--- src/rtl/ram_fifo_ctrl.sv ---
// Synchronous FIFO controller for the dual-port RAM: port A writes, port B reads.
// Owns pointers, occupancy count, status flags and error pulses; rd_data is the RAM q_b passthrough.
module ram_fifo_ctrl #(
  parameter int DATA_WIDTH = 8,
  parameter int ADDR_WIDTH = 6,
  parameter int AF_LEVEL   = 60
) (
  input  logic                  clk,
  input  logic                  rst_n,
  input  logic                  wr_en,
  input  logic [DATA_WIDTH-1:0] wr_data,
  input  logic                  rd_en,
  output logic [DATA_WIDTH-1:0] rd_data,
  output logic                  rd_valid,
  output logic                  full,
  output logic                  empty,
  output logic                  almost_full,
  output logic [ADDR_WIDTH:0]   count,
  output logic                  wr_err,
  output logic                  rd_err,
  output logic [ADDR_WIDTH-1:0] ram_addr_a,
  output logic [DATA_WIDTH-1:0] ram_data_a,
  output logic                  ram_we_a,
  output logic [ADDR_WIDTH-1:0] ram_addr_b,
  output logic [DATA_WIDTH-1:0] ram_data_b,
  output logic                  ram_we_b,
  input  logic [DATA_WIDTH-1:0] ram_q_b
);

  localparam int DEPTH = 2**ADDR_WIDTH;
  localparam logic [ADDR_WIDTH:0] DEPTH_C = (ADDR_WIDTH+1)'(DEPTH);
  localparam logic [ADDR_WIDTH:0] AF_C    = (ADDR_WIDTH+1)'(AF_LEVEL);

  logic [ADDR_WIDTH-1:0] wr_ptr;
  logic [ADDR_WIDTH-1:0] rd_ptr;
  logic [ADDR_WIDTH:0]   count_q;
  logic [ADDR_WIDTH:0]   count_nxt;
  logic                  full_q;
  logic                  empty_q;
  logic                  af_q;
  logic                  rd_valid_q;
  logic                  wr_err_q;
  logic                  rd_err_q;
  logic                  wr_accept;
  logic                  rd_accept;

  // Accepts depend only on registered flags, so RAM strobes carry no input-to-flag loop.
  assign wr_accept = wr_en & ~full_q;
  assign rd_accept = rd_en & ~empty_q;

  always_comb begin
    count_nxt = count_q;
    case ({wr_accept, rd_accept})
      2'b10:   count_nxt = count_q + 1'b1;
      2'b01:   count_nxt = count_q - 1'b1;
      default: count_nxt = count_q;
    endcase
  end

  always_ff @(posedge clk) begin
    if (!rst_n) begin
      wr_ptr     <= '0;
      rd_ptr     <= '0;
      count_q    <= '0;
      full_q     <= 1'b0;
      empty_q    <= 1'b1;
      af_q       <= 1'b0;
      rd_valid_q <= 1'b0;
      wr_err_q   <= 1'b0;
      rd_err_q   <= 1'b0;
    end else begin
      if (wr_accept) wr_ptr <= wr_ptr + 1'b1;
      if (rd_accept) rd_ptr <= rd_ptr + 1'b1;
      count_q    <= count_nxt;
      full_q     <= (count_nxt == DEPTH_C);
      empty_q    <= (count_nxt == '0);
      af_q       <= (count_nxt >= AF_C);
      rd_valid_q <= rd_accept;
      wr_err_q   <= wr_en & full_q;
      rd_err_q   <= rd_en & empty_q;
    end
  end

  assign ram_we_a    = wr_accept;
  assign ram_addr_a  = wr_ptr;
  assign ram_data_a  = wr_data;
  assign ram_addr_b  = rd_ptr;
  assign ram_data_b  = '0;
  assign ram_we_b    = 1'b0;

  assign rd_data     = ram_q_b;
  assign rd_valid    = rd_valid_q;
  assign full        = full_q;
  assign empty       = empty_q;
  assign almost_full = af_q;
  assign count       = count_q;
  assign wr_err      = wr_err_q;
  assign rd_err      = rd_err_q;

endmodule

--- config.mk ---
export PLATFORM = sky130hd
export DESIGN_NAME = ram_fifo_ctrl
export DESIGN_NICKNAME = d
export VERILOG_FILES = /design/src/rtl/ram_fifo_ctrl.sv
export SDC_FILE = /design/constraint.sdc
export NUM_CORES = 1
export LEC_CHECK = 0
export ABC_AREA = 1
export CAP_MARGIN = 10
export CORE_ASPECT_RATIO = 0.7
export CORE_MARGIN = 1.5
export CORE_UTILIZATION = 42
export CTS_CLUSTER_SIZE = 10
export DETAILED_ROUTE_END_ITERATION = 12
export PLACE_DENSITY = 0.82
export SLEW_MARGIN = 20
export SYNTH_ARGS = -nofsm -noshare
export SYNTH_HDL_FRONTEND = slang
export SYNTH_SLANG_ARGS = --single-unit
--- constraint.sdc ---
create_clock -name clk -period 2.6 [get_ports clk]
set_clock_uncertainty 0.1 [all_clocks]
set_input_delay 0.52 -clock clk [delete_from_list [all_inputs] [get_ports clk]]
set_output_delay 0.52 -clock clk [all_outputs]
set_load 0.01 [all_outputs]
==> metrics.md, run 1 <==
| Metric | Value |
|---|---|
| Status | finished, final reports clean |
| RSZ-0062 raised after global routing | no |
| Die height | 54.4 µm |
| Synthesis Warnings | 0 |
| Initial antenna violation count | 0 |
| Clock tree sinks | 25 |
| Final period util | 91.1% |
| Core area | 3580 µm² |
| # DRC | 0 |
| DP Worst Slack | -0.0279 ns |
| Pwr dens | 528 nW/µm² |
| Area grow syn2layout | 21.4% |
| Crit path cell chain | clkdlybuf4s50_1, inv_2, nor2_8, nand2_4, nand2_2, nand2_2, ha_1, inv_1, nand2_1, nand3_2, nand2_2, nand2_1, nand3_2, nand2_2, inv_2, nor2_4, nand2_2, o21bai_2 |
| CTS tree | yes |
| Hold depth | 2 |
| Via count | 1335 |
| Root Driver | clkbuf_8 |
| DR pass1 iterations | 4 |
| Via/cell ratio | 4.53 |
| Setup violators final | 0 |
| Cell count along the critical path | 18 |
| Slowest-stage cell, CP | clkdlybuf4s50_1 |
| CP max stage delay | 0.51 ns |
| Post-synthesis cell area | 1590 µm² |
| Grt ovf | 0 |
| Crit path DAT | 2.47 ns |
| Routed Antenna Nets | 0 |
| Most frequent cells in the layout | 36 x nand2_1, 28 x clkdlybuf4s50_1, 25 x inv_1, 25 x dfxtp_1 |
| Most common cell after layout, fill and taps aside | nand2_1 |
| Detailed Place HPWL | 2480 µm |
| Fill cells | 351 |
| Max-cap violations | 0 |
| Seq/Total Area, Yosys | 31.5% |
| Vias in the first global route | 1091 |
| Placed Cells incl. Taps | 291 |
| Drt total wl | 3150 µm |
| Fin. Hold Viols | 0 |
| First-pass GRT wire length | 4970 µm |
| CTS clk-pin slew, worst paths | 0.10 ns |
| Wire per inst | 10.7 µm |
| # nets final | 270 |
| Peak supply drop | 0.325 mV |
| CP required | 2.70 ns |
| Fmax | 422 MHz |
| Number of synthesized register bits | 25 |
| Starting Density | 44.3% |
| Hold WC Path Type | reg2reg |
| Pleak | 0.899 nW |
| Fin util | 53.8% |
| Post-Syn Instances | 217 |
| Crit path launch type | input port |
| H-tree depth | 1 |
| Row cnt | 18 |
| Largest net degree at the start of global routing | 17 |
| Most frequent CP cell | nand2_2 |
| Top delay family on crit path | simple AND/OR/NAND/NOR gates |
| Max clock buf depth | 2 |
| Total power | 1.02 mW |
| Total die area | 4160 µm² |
| Skew-Pair Late Insertion Delay | 0.28 ns |
| Final worst setup slack | 0.232 ns |
| First DRT Iteration DRCs | 55 |
| Category of the most critical setup path | in2reg |
| R2R cell count | 17 |
| Syn avg cell area | 7.32 µm² |
| Buffers on Ports | 29 |
| # diodes | 0 |
| Crit Path Max Fanout | 4 |
| CTS buffer count | 3 |
| Crit. End Element | register |
| I/O Pins | 71 |
| Final period demand of the worst path | 2.37 ns |
| Share of cells above drive strength 1 | 22.4% |
| Width of the die | 76.5 µm |
| GRT Total Usage | 15.6% |
| Setup TNS | 0 ns |
| Non-Filler Instances | 295 |
| Max Slew Vio Count | 0 |
| Number of distinct library cells after synthesis | 29 |
| Setup bufs post-CTS | 0 |
| Critical path buffers and inverters | 4 |
| GPL Wtd Cong | 0.880 |
[Yosys cell counts]
| cell type | instances | area share [%] |
|---|---|---|
| o21a_1 | 2 | 0.95 |
| xnor2_1 | 1 | 0.55 |
| inv_1 | 25 | 5.9 |
| nand3_1 | 12 | 3.8 |
| o21ai_1 | 3 | 0.95 |
| buf_4 | 25 | 12 |
| ha_1 | 4 | 3.2 |
| o21bai_2 | 1 | 0.71 |
| nand2_2 | 14 | 5.5 |
| nand2_4 | 4 | 2.8 |
| o21ai_0 | 7 | 2.2 |
| a21boi_0 | 1 | 0.47 |
| conb_1 | 1 | 0.24 |
| clkbuf_1 | 1 | 0.24 |
| xor2_1 | 2 | 1.1 |
| and3_1 | 2 | 0.79 |
| buf_2 | 1 | 0.31 |
| nand2_1 | 36 | 8.5 |
| nor2_2 | 2 | 0.79 |
| nor3_1 | 6 | 1.9 |
| nand3_2 | 5 | 3.2 |
| dfxtp_1 | 25 | 32 |
| nor2_4 | 3 | 2.1 |
| buf_6 | 1 | 0.71 |
| inv_2 | 6 | 1.4 |
| nor2_1 | 15 | 3.5 |
| nand4_1 | 1 | 0.39 |
| nor2_8 | 1 | 1.3 |
| a21oi_1 | 10 | 3.2 |
[worst register-to-register path: stages (launching register included)]
cell	delay (ns)
dfxtp_1	0.50
inv_2	0.07
nand2_2	0.10
nor2_4	0.05
nand2_1	0.07
nand2_2	0.06
ha_1	0.17
inv_1	0.08
nand2_1	0.11
nand3_2	0.12
nand2_2	0.07
nand2_1	0.06
nand3_2	0.06
nand2_2	0.08
inv_2	0.05
nor2_4	0.10
nand2_2	0.07
o21bai_2	0.10
[power by group]
part	switching (mW)	total [mW]	internal [mW]
clock	0.132	0.244	0.112
sequential	0.0329	0.443	0.410
combinational	0.179	0.330	0.152
total	0.343	1.02	0.675
[area by class of cell]
cell class,instances,area (µm²),share of cell area [%]
clock buffer,3,41.3,2.14
multi-input combinational,141,793,41.1
tap,50,62.6,3.24
timing repair buffer,44,405,21.0
clock inverter,1,8.76,0.454
inverter,31,116,6.04
sequential,25,500,26.0
[logic make-up after synthesis]
kind of cell,after synthesis,share of synthesized area [%]
simple gates,101,34.6
buf+inv,59,20.4
flops,25,31.5
compound gates,24,8.43
fa+ha+maj,4,3.15
xor+xnor,3,1.66
other cells,1,0.236
[state kept, by name (all words and copies together), names as in the netlist]
name / flops
count: 7
ram_addr_a: 6
ram_addr_b: 6
almost_full: 1
empty: 1
full: 1
rd_err: 1
rd_valid: 1
wr_err: 1
[timing repair]
action                     CTS  global route
gates resized for setup      0             1
hold buffers                 0             0
setup endpoints to repair    0             1
[metal layers]
| layer | wire (µm) | share of wire (%) | vias up | GRT usage [%] |
|---|---|---|---|---|
| met1 | 1560 | 50 | 603 | 20.2 |
| met2 | 1420 | 45 | 30 | 25.9 |
| li1 | - | - | 702 | - |
| met4 | 0 | 0 | 0 | 2.78 |
| met3 | 163 | 5.2 | 0 | 5.33 |
| met5 | 0 | 0 | - | 0 |
[final timing paths]
path | startpoint | endpoint | slack (ns)
setup / recovery | rd_en | empty | 0.23
hold / removal | ram_addr_a[5] | ram_addr_a[5] | 0.37
setup reg to reg | empty | empty | 0.54
hold reg to reg | ram_addr_a[5] | ram_addr_a[5] | 0.37
[through the flow]
step                      instance area (µm²)  hold slack, ns
after CTS                                1930           0.375
after global routing                     1930           0.390
after global placement                   1880           0.350
after detailed placement                 1880           0.362
after floorplan                          1620           0.383
final                                    1930           0.373
Power figures use the tool's default switching activity.
==> run 2: changes to the inputs <==
--- a/config.mk
+++ b/config.mk
@@ -13,7 +13,7 @@
 export CTS_CLUSTER_SIZE = 10
 export DETAILED_ROUTE_END_ITERATION = 12
 export PLACE_DENSITY = 0.82
-export SLEW_MARGIN = 20
+export SLEW_MARGIN = 5
 export SYNTH_ARGS = -nofsm -noshare
 export SYNTH_HDL_FRONTEND = slang
 export SYNTH_SLANG_ARGS = --single-unit
==> results of run 2 <==
No change in the layout: final DEF, timing and power equal those of run 1.
